$ cat src/rtl/mips_divider.sv
// Multi-cycle restoring divider for the MIPS DIV/DIVU path: one quotient bit per cycle,
// stalls the pipeline while busy and presents LO (quotient) / HI (remainder) for one done cycle.
module mips_divider #(
    parameter int WIDTH = 32
) (
    input  logic             clk,
    input  logic             rst,
    input  logic             start,
    input  logic             is_signed,
    input  logic [WIDTH-1:0] dividend,
    input  logic [WIDTH-1:0] divisor,
    input  logic             cancel,
    output logic             stall_req,
    output logic             busy,
    output logic             done,
    output logic [WIDTH-1:0] quotient,
    output logic [WIDTH-1:0] remainder,
    output logic [1:0]       dbg_state
);

    typedef enum logic [1:0] {
        IDLE = 2'd0,
        CALC = 2'd1,
        DONE = 2'd2
    } state_t;

    localparam int CW = $clog2(WIDTH + 1);
    localparam logic [CW-1:0] ITERS = CW'(WIDTH);

    state_t           state;
    logic [CW-1:0]    count;
    logic [WIDTH-1:0] dvs;
    logic [WIDTH-1:0] quo;
    logic [WIDTH-1:0] rem;
    logic [WIDTH-1:0] orig_dividend;
    logic             neg_q;
    logic             neg_r;
    logic             div_zero;

    logic             a_neg;
    logic             b_neg;
    logic [WIDTH-1:0] a_mag;
    logic [WIDTH-1:0] b_mag;
    logic [WIDTH:0]   shifted;
    logic [WIDTH:0]   diff;
    logic             ge;
    logic [WIDTH-1:0] rem_next;
    logic [WIDTH-1:0] quo_next;
    logic [WIDTH-1:0] q_fin;
    logic [WIDTH-1:0] r_fin;

    // Operand magnitudes; the most negative value maps onto itself, which is correct as unsigned.
    always_comb begin
        a_neg = is_signed & dividend[WIDTH-1];
        b_neg = is_signed & divisor[WIDTH-1];
        a_mag = a_neg ? ({WIDTH{1'b0}} - dividend) : dividend;
        b_mag = b_neg ? ({WIDTH{1'b0}} - divisor) : divisor;
    end

    always_comb begin
        shifted  = {rem, quo[WIDTH-1]};
        diff     = shifted - {1'b0, dvs};
        ge       = ~diff[WIDTH];
        rem_next = ge ? diff[WIDTH-1:0] : shifted[WIDTH-1:0];
        quo_next = {quo[WIDTH-2:0], ge};
        q_fin    = neg_q ? ({WIDTH{1'b0}} - quo_next) : quo_next;
        r_fin    = neg_r ? ({WIDTH{1'b0}} - rem_next) : rem_next;
        if (div_zero) begin
            q_fin = {WIDTH{1'b1}};
            r_fin = orig_dividend;
        end
    end

    assign stall_req = ((state == IDLE) && start && !cancel) || (state == CALC);
    assign dbg_state = state;

    always_ff @(posedge clk) begin
        if (rst) begin
            state         <= IDLE;
            count         <= '0;
            dvs           <= '0;
            quo           <= '0;
            rem           <= '0;
            orig_dividend <= '0;
            neg_q         <= 1'b0;
            neg_r         <= 1'b0;
            div_zero      <= 1'b0;
            quotient      <= '0;
            remainder     <= '0;
            busy          <= 1'b0;
            done          <= 1'b0;
        end else begin
            done <= 1'b0;
            case (state)
                IDLE: begin
                    if (start && !cancel) begin
                        dvs           <= b_mag;
                        quo           <= a_mag;
                        rem           <= '0;
                        orig_dividend <= dividend;
                        neg_q         <= a_neg ^ b_neg;
                        neg_r         <= a_neg;
                        div_zero      <= (divisor == '0);
                        count         <= ITERS;
                        busy          <= 1'b1;
                        state         <= CALC;
                    end
                end
                CALC: begin
                    if (cancel) begin
                        busy  <= 1'b0;
                        state <= IDLE;
                    end else begin
                        rem   <= rem_next;
                        quo   <= quo_next;
                        count <= count - CW'(1);
                        // Last step: results go straight from the step logic into the output registers.
                        if (count == CW'(1)) begin
                            quotient  <= q_fin;
                            remainder <= r_fin;
                            busy      <= 1'b0;
                            done      <= 1'b1;
                            state     <= DONE;
                        end
                    end
                end
                DONE: begin
                    state <= IDLE;
                end
                default: begin
                    busy  <= 1'b0;
                    state <= IDLE;
                end
            endcase
        end
    end

endmodule

$ cat config.mk
export PLATFORM = sky130hd
export DESIGN_NAME = mips_divider
export DESIGN_NICKNAME = d
export VERILOG_FILES = /design/src/rtl/mips_divider.sv
export SDC_FILE = /design/constraint.sdc
export NUM_CORES = 1
export LEC_CHECK = 0
export BUFFER_PORTS_ARGS = -buffer_cell sky130_fd_sc_hd__buf_2
export CELL_PAD_IN_SITES_DETAIL_PLACEMENT = 1
export CELL_PAD_IN_SITES_GLOBAL_PLACEMENT = 1
export CORE_MARGIN = 2
export CORE_UTILIZATION = 40
export CTS_CLUSTER_DIAMETER = 40
export DETAILED_ROUTE_END_ITERATION = 6
export PLACE_DENSITY = 0.83
export SLEW_MARGIN = 10
export SYNTH_ARGS = -nofsm -noshare
export SYNTH_HDL_FRONTEND = slang
export SYNTH_SLANG_ARGS = --single-unit
export TNS_END_PERCENT = 20
$ cat constraint.sdc
create_clock -name clk -period 7.2 [get_ports clk]
set_clock_uncertainty 0.15 [all_clocks]
set_input_delay 0.36 -clock clk [delete_from_list [all_inputs] [get_ports clk]]
set_output_delay 0.36 -clock clk [all_outputs]
set_load 0.02 [all_outputs]
==> results of run 1 <==
worst max-delay path by stage:
stage                         end  slack [ns]
global route        remainder[28]        0.93
finish              remainder[28]        1.29
floorplan           remainder[28]        1.89
CTS                 remainder[28]        1.35
global placement    remainder[28]        1.60
detailed placement  remainder[28]        1.38
cell families (layout without fill, tap and decap cells):
logic type,Yosys count,count (layout),synth area share (%)
flip-flops,205,205,31.41
buffers and inverters,173,300,5.344
multiplexers,19,19,1.503
adder cells (fa/ha/maj),39,39,3.792
AO/OA/AOI/OAI,516,516,26.06
AND/OR/NAND/NOR,674,674,23.58
XOR/XNOR,124,124,8.313
worst max-delay path: stages (launching register included):
cell,delay (ns)
dfxtp_1,0.34
inv_1,0.08
ha_1,0.22
fa_1,0.41
nand2b_1,0.19
a21boi_0,0.51
o211a_1,0.28
o211ai_1,0.09
o211a_1,0.18
inv_1,0.30
buf_4,0.27
o21ai_0,0.17
inv_1,0.10
ha_1,0.28
or3b_2,0.48
nor3_1,0.20
nor4b_1,0.38
o21ai_1,0.30
a2111oi_2,0.38
nand4b_1,0.18
mux2i_1,0.15
a22oi_1,0.19
routing by layer:
metal / track usage [%] / vias to the layer above
met2: 47.80 / 433
li1: - / 6505
met4: 9.841 / 2
met3: 4.999 / 111
met1: 36.51 / 6829
met5: 0 / -
cells in the mapped netlist (all sizes together), types with 11 or more instances:
master	instances
nor2	194
dfxtp	205
clkbuf	96
a21oi	154
a311oi	20
nor4	18
o31ai	18
a31oi	13
nor3	43
a22oi	56
mux2i	14
o21ai	90
or3	37
or4	13
and3	13
nand3	27
nand2	257
and2	13
o22ai	11
o41ai	15
xor2	66
a211oi	59
ha	38
xnor2	58
buf	21
inv	55
nand4	15
final cells by class:
type,count,area share (%)
clock buffer,48,6.743
clock inverter,17,1.579
inverter,56,1.354
multi-input combinational,1372,53.42
sequential,205,26.43
tap,442,3.561
timing repair buffer,179,6.921
through the flow:
stage / power, W / std cells
2_1_floorplan: 0.001619 / 1750
3_3_place_gp: 0.001787 / 2227
3_5_place_dp: 0.001805 / 2227
4_1_cts: 0.003657 / 2319
5_1_grt: 0.003791 / 2319
6_report: 0.003659 / 2319
registers in the layout, summed over array words and instances, names as in the netlist:
register / flops
rem: 32
neg_q: 1
orig_dividend: 32
remainder: 32
busy: 1
quotient: 32
neg_r: 1
dbg_state: 2
quo: 32
div_zero: 1
done: 1
count: 6
dvs: 32
power by group through the flow:
stage               registers (W)  logic, W  clock network [W]
finish                    0.00121  0.000606            0.00184
global route              0.00121  0.000660            0.00192
CTS                       0.00121  0.000593            0.00185
detailed placement        0.00123  0.000572                  0
global placement          0.00123  0.000557                  0
floorplan                 0.00122  0.000397                  0
==> results.toml, run 1 <==
[outcome]
status = "finished, final reports clean"

[clock_network]
cts.sinks = 205
ctsLongestPathBuffers = 3
cts_resized = 0
root_buffer = "clkbuf_16"
cts_tree = "yes"
numCtsBuffers = 36
clkSlewWorstSetupHoldPaths_ns = 0.06
post-cts-setup-buffers = 0
cts_hold_buf = 27
clk_latency_ns = 0.53
cts_max_level = 2

[drt]
post_drt_wl_per_cell_um = 21.12
drcViolationCount = 0
ant_nets = 0
met2_length_um = 23090
via_per_inst = 5.985
drt_iter0_drc = 1096
wl_um = 48970
vias = 13880
drt-met1-wl_um = 21410
wl_met3_um = 2939
first_pass_iters = 5
highest_layer = "met5"

[final_layout]
post-route-cell-area_mm2 = 0.01553
mostFrequentLayoutCell = "nand2_1"
regArea_mm2 = 0.004104
n_antenna_cell = 0
final_cell_mix = "nand2_1 (257), dfxtp_1 (205), nor2_1 (190), a21oi_1 (152), buf_2 (136)"
layout-drive-gt1-share_pct = 13.05
fill_cells = 4093
post-route-util_pct = 47.97
multiInputGateArea_mm2 = 0.008295
area_delta_synth_final_pct = 18.87
nNetsFinal = 1958

[critical_path]
end_kind = "register"
critPathLaunchType = "register"
critPathLaunch = "quo[31]"
reg2reg_from = "quo[31]"
cp.arrival_ns = 6.20
reg2reg_slack_ns = 1.29
rr_endpoint = "remainder[28]"
path_max_fanout = 12
worstSetupPathType = "register to register"
cp.required_ns = 7.49
rr_worst_depth = 21

[pwr]
swShare_pct = 29.22
power_density_mw_per_mm2 = 235.6
combPwrFrac_pct = 16.6
power_frac_seq_pct = 33.1
p_switching_w = 0.001069
peakVddDrop_uv = 138.1
leakage_nw = 6.085
clkPwrFrac_pct = 50.3
p_int_w = 0.002589

[global_route]
antenna_found_initial = 2
grt_first_pass_wirelength_um = 76510
grt_pass1_vias = 13910
grt_max_degree = 124
grt-ovfl-total = 0
grt_util_all_layers_pct = 28.39

[timing]
fmax_ghz = 0.1691
hold_viol = 0
setup_ws_ns = 1.287
tightest_slew_ns = 1.269
whs_ns = 0.01092
post-route-period-util_pct = 82.12
rsz0062_at_grt = "false"
setup_violations = 0
finalMaxSlewViolations = 0
min_period_ns = 5.913
tns_ns = 0
slew_headroom_pct = 15.31

[placement]
hpwl_um = 34140
io_buffers = 137
post-place-ws_ns = 1.384
place_area_mm2 = 0.01397
gp_congestion = 0.8993

[yosys]
synth_edf_count = 0
synth_fp_nets = 1858
yosysWarnings = 0
yosys.area.top_type = "dfxtp_1"
yosysSeqAreaShare_pct = 31.41
synth_top_area_share_pct = 31.41
postSynthAreaPerCell_um2 = 7.466
ys_ff_latch = 205
ys_types = 86
syn_area_mm2 = 0.01307
async_flop_share_pct = 0
synth_ff_type = "dfxtp_1"
synth_area_leaders = "dfxtp_1 (31%), nand2_1 (7.4%), a21oi_1 (5.8%), nor2_1 (5.6%), xor2_1 (4.4%)"
netlist_instances = 1750

[die]
num_rows = 66
dieWidth_um = 184.7
coreArea_mm2 = 0.03237
num_io_pins = 138
start_util_pct = 40.36
die_h_um = 184.7
die_area_mm2 = 0.03412

[run]
drv_cap = 0

[hold_path]
hold_depth = 3
min_from = "divisor[13]"
holdPathEnd = "dvs[13]"
min_path_type = "input pin to register"
(Power assumes the default switching activity.)
==> run 2, diff against run 1 <==
- clock period: 7.2 -> 5.8 ns (I/O delays scaled with it)
==> run 2 against run 1 <==
Effect of this change: cell area increased by 2.1%; fmax is 8.5% higher; worst setup slack worse by 0.94 ns.
==> results.toml, run 2 (same netlist as run 1, synthesis figures left out) <==
[outcome]
status = "finished, final reports clean"

[critical_path]
path_max_fanout = 7
reg2reg_slack_ns = 0.35
rr_endpoint = "remainder[28]"
cp.arrival_ns = 5.75
end_kind = "register"
cp.required_ns = 6.10
critPathLaunchType = "register"
reg2reg_from = "quo[31]"
rr_worst_depth = 21
worstSetupPathType = "register to register"

[final_layout]
layout-drive-gt1-share_pct = 13.18
nNetsFinal = 1989
mostFrequentLayoutCell = "nand2_1"
post-route-util_pct = 49.00
area_delta_synth_final_pct = 21.40
final_cell_mix = "nand2_1 (257), dfxtp_1 (205), nor2_1 (190), a21oi_1 (152), buf_2 (136)"
fill_cells = 4033

[pwr]
combPwrFrac_pct = 16.8
swShare_pct = 30.26
p_int_w = 0.003207
power_frac_seq_pct = 32.7
power_density_mw_per_mm2 = 289.9
p_switching_w = 0.001392
leakage_nw = 6.221
clkPwrFrac_pct = 50.5
peakVddDrop_uv = 213.0

[clock_network]
cts.sinks = 205
clkSlewWorstSetupHoldPaths_ns = 0.06
clk_latency_ns = 0.53
root_buffer = "clkbuf_16"
cts_tree = "yes"
cts_max_level = 2
post-cts-setup-buffers = 0
ctsLongestPathBuffers = 3
numCtsBuffers = 40

[timing]
setup_violations = 0
post-route-period-util_pct = 93.99
hold_viol = 0
finalMaxSlewViolations = 0
min_period_ns = 5.451
tns_ns = 0
fmax_ghz = 0.1834
tightest_slew_ns = 1.195
slew_headroom_pct = 20.26
rsz0062_at_grt = "false"

[global_route]
antenna_found_initial = 5
grt_first_pass_wirelength_um = 78530
grt_util_all_layers_pct = 29.14
grt_pass1_vias = 14310
grt_max_degree = 110
grt-ovfl-total = 0

[drt]
ant_nets = 0
post_drt_wl_per_cell_um = 21.29
via_per_inst = 5.983
vias = 14100
wl_um = 50160
drt_iter0_drc = 1141
first_pass_iters = 5
drcViolationCount = 0

[run]
drv_cap = 0

[die]
dieWidth_um = 184.7
num_rows = 66
coreArea_mm2 = 0.03237
num_io_pins = 138
die_h_um = 184.7
start_util_pct = 40.36
die_area_mm2 = 0.03412

[hold_path]
min_from = "divisor[16]"
holdPathEnd = "dvs[16]"
min_path_type = "input pin to register"
hold_depth = 4

[placement]
gp_congestion = 0.9316
io_buffers = 137
hpwl_um = 34200
==> run 2: cell count changes in the layout (fill, tap and decap cells not counted), moves of 2 or more <==
| cell | before | now |
|---|---|---|
| clkbuf_1 | 3 | 5 |
| inv_8 | 0 | 3 |
| clkbuf_8 | 8 | 4 |
| dlygate4sd3_1 | 27 | 53 |
| clkbuf_16 | 37 | 42 |
| clkinvlp_4 | 2 | 4 |
| clkinv_4 | 1 | 4 |
| bufinv_16 | 5 | 2 |
| diode_2 | 0 | 2 |
==> run 2: power groups by stage <==
stage | Combinational [W] | Sequential, W | Clock, W
6_report | 0.000775 | 0.00150 | 0.00232
3_3_place_gp | 0.000695 | 0.00153 | 0
2_1_floorplan | 0.000493 | 0.00152 | 0
4_1_cts | 0.000752 | 0.00150 | 0.00234
5_1_grt | 0.000843 | 0.00151 | 0.00242
3_5_place_dp | 0.000714 | 0.00153 | 0
==> run 2: routing by layer <==
metal | routed length [um] | track usage (%) | vias up
met5 | 27 | 0 | -
met4 | 1687 | 10.54 | 4
met3 | 3123 | 5.118 | 128
met2 | 23370 | 48.32 | 496
met1 | 21950 | 37.92 | 6896
li1 | - | - | 6573
==> run 2: area by class of cell <==
class | instances | area, um^2 | share of cell area [%]
Clock buffer | 51 | 1125 | 7.092
Multi-Input combinational cell | 1372 | 8295 | 52.30
Sequential cell | 205 | 4104 | 25.87
Antenna cell | 2 | 5.005 | 0.03155
Timing Repair Buffer | 206 | 1343 | 8.464
Tap cell | 442 | 553.0 | 3.487
Inverter | 56 | 210.2 | 1.325
Clock inverter | 22 | 226.5 | 1.428
==> run 2: repair_timing <==
item                                    4_1_cts  5_1_grt
hold buffers                                 53        0
endpoints found under the setup margin        0        2
gates resized for setup                       0        1
hold endpoints to repair                     72        0
==> run 2: worst max path at each step <==
stage	from	endpoint	slack, ns	depth (start not counted)
after floorplan	quo[31]	remainder[28]	0.49	23
after global placement	quo[31]	remainder[28]	0.54	22
after detailed placement	quo[31]	remainder[28]	0.31	21
after CTS	quo[31]	remainder[28]	0.31	21
after global routing	quo[31]	remainder[28]	0.12	21
final	quo[31]	remainder[28]	0.35	21
==> run 2: through the flow <==
stage	total power, W	std cells	hold WS (ns)	worst slack, ns	cell area [um^2]
final	0.004599	2356	0.01439	0.3488	15860
after floorplan	0.002009	1750	0.2760	0.4866	13070
after global routing	0.004770	2354	0.04664	0.1226	15860
after global placement	0.002221	2228	0.2924	0.5399	13970
after detailed placement	0.002243	2228	0.2999	0.3148	13970
after CTS	0.004592	2354	0.001275	0.3101	15860
==> run 2: worst max-delay path: stages, from the launching register on <==
cell       delay [ns]
dfxtp_1          0.34
inv_1            0.09
ha_1             0.23
fa_1             0.42
nand2b_1         0.20
a21boi_1         0.35
o211a_1          0.26
o21a_1           0.13
o211a_1          0.22
inv_1            0.13
nand2_1          0.09
o21ai_0          0.08
buf_4            0.14
inv_1            0.05
ha_1             0.26
or4b_1           0.52
a2111oi_1        0.53
o21ai_1          0.29
a2111oi_2        0.42
nand4b_1         0.18
mux2i_1          0.15
a22oi_1          0.17
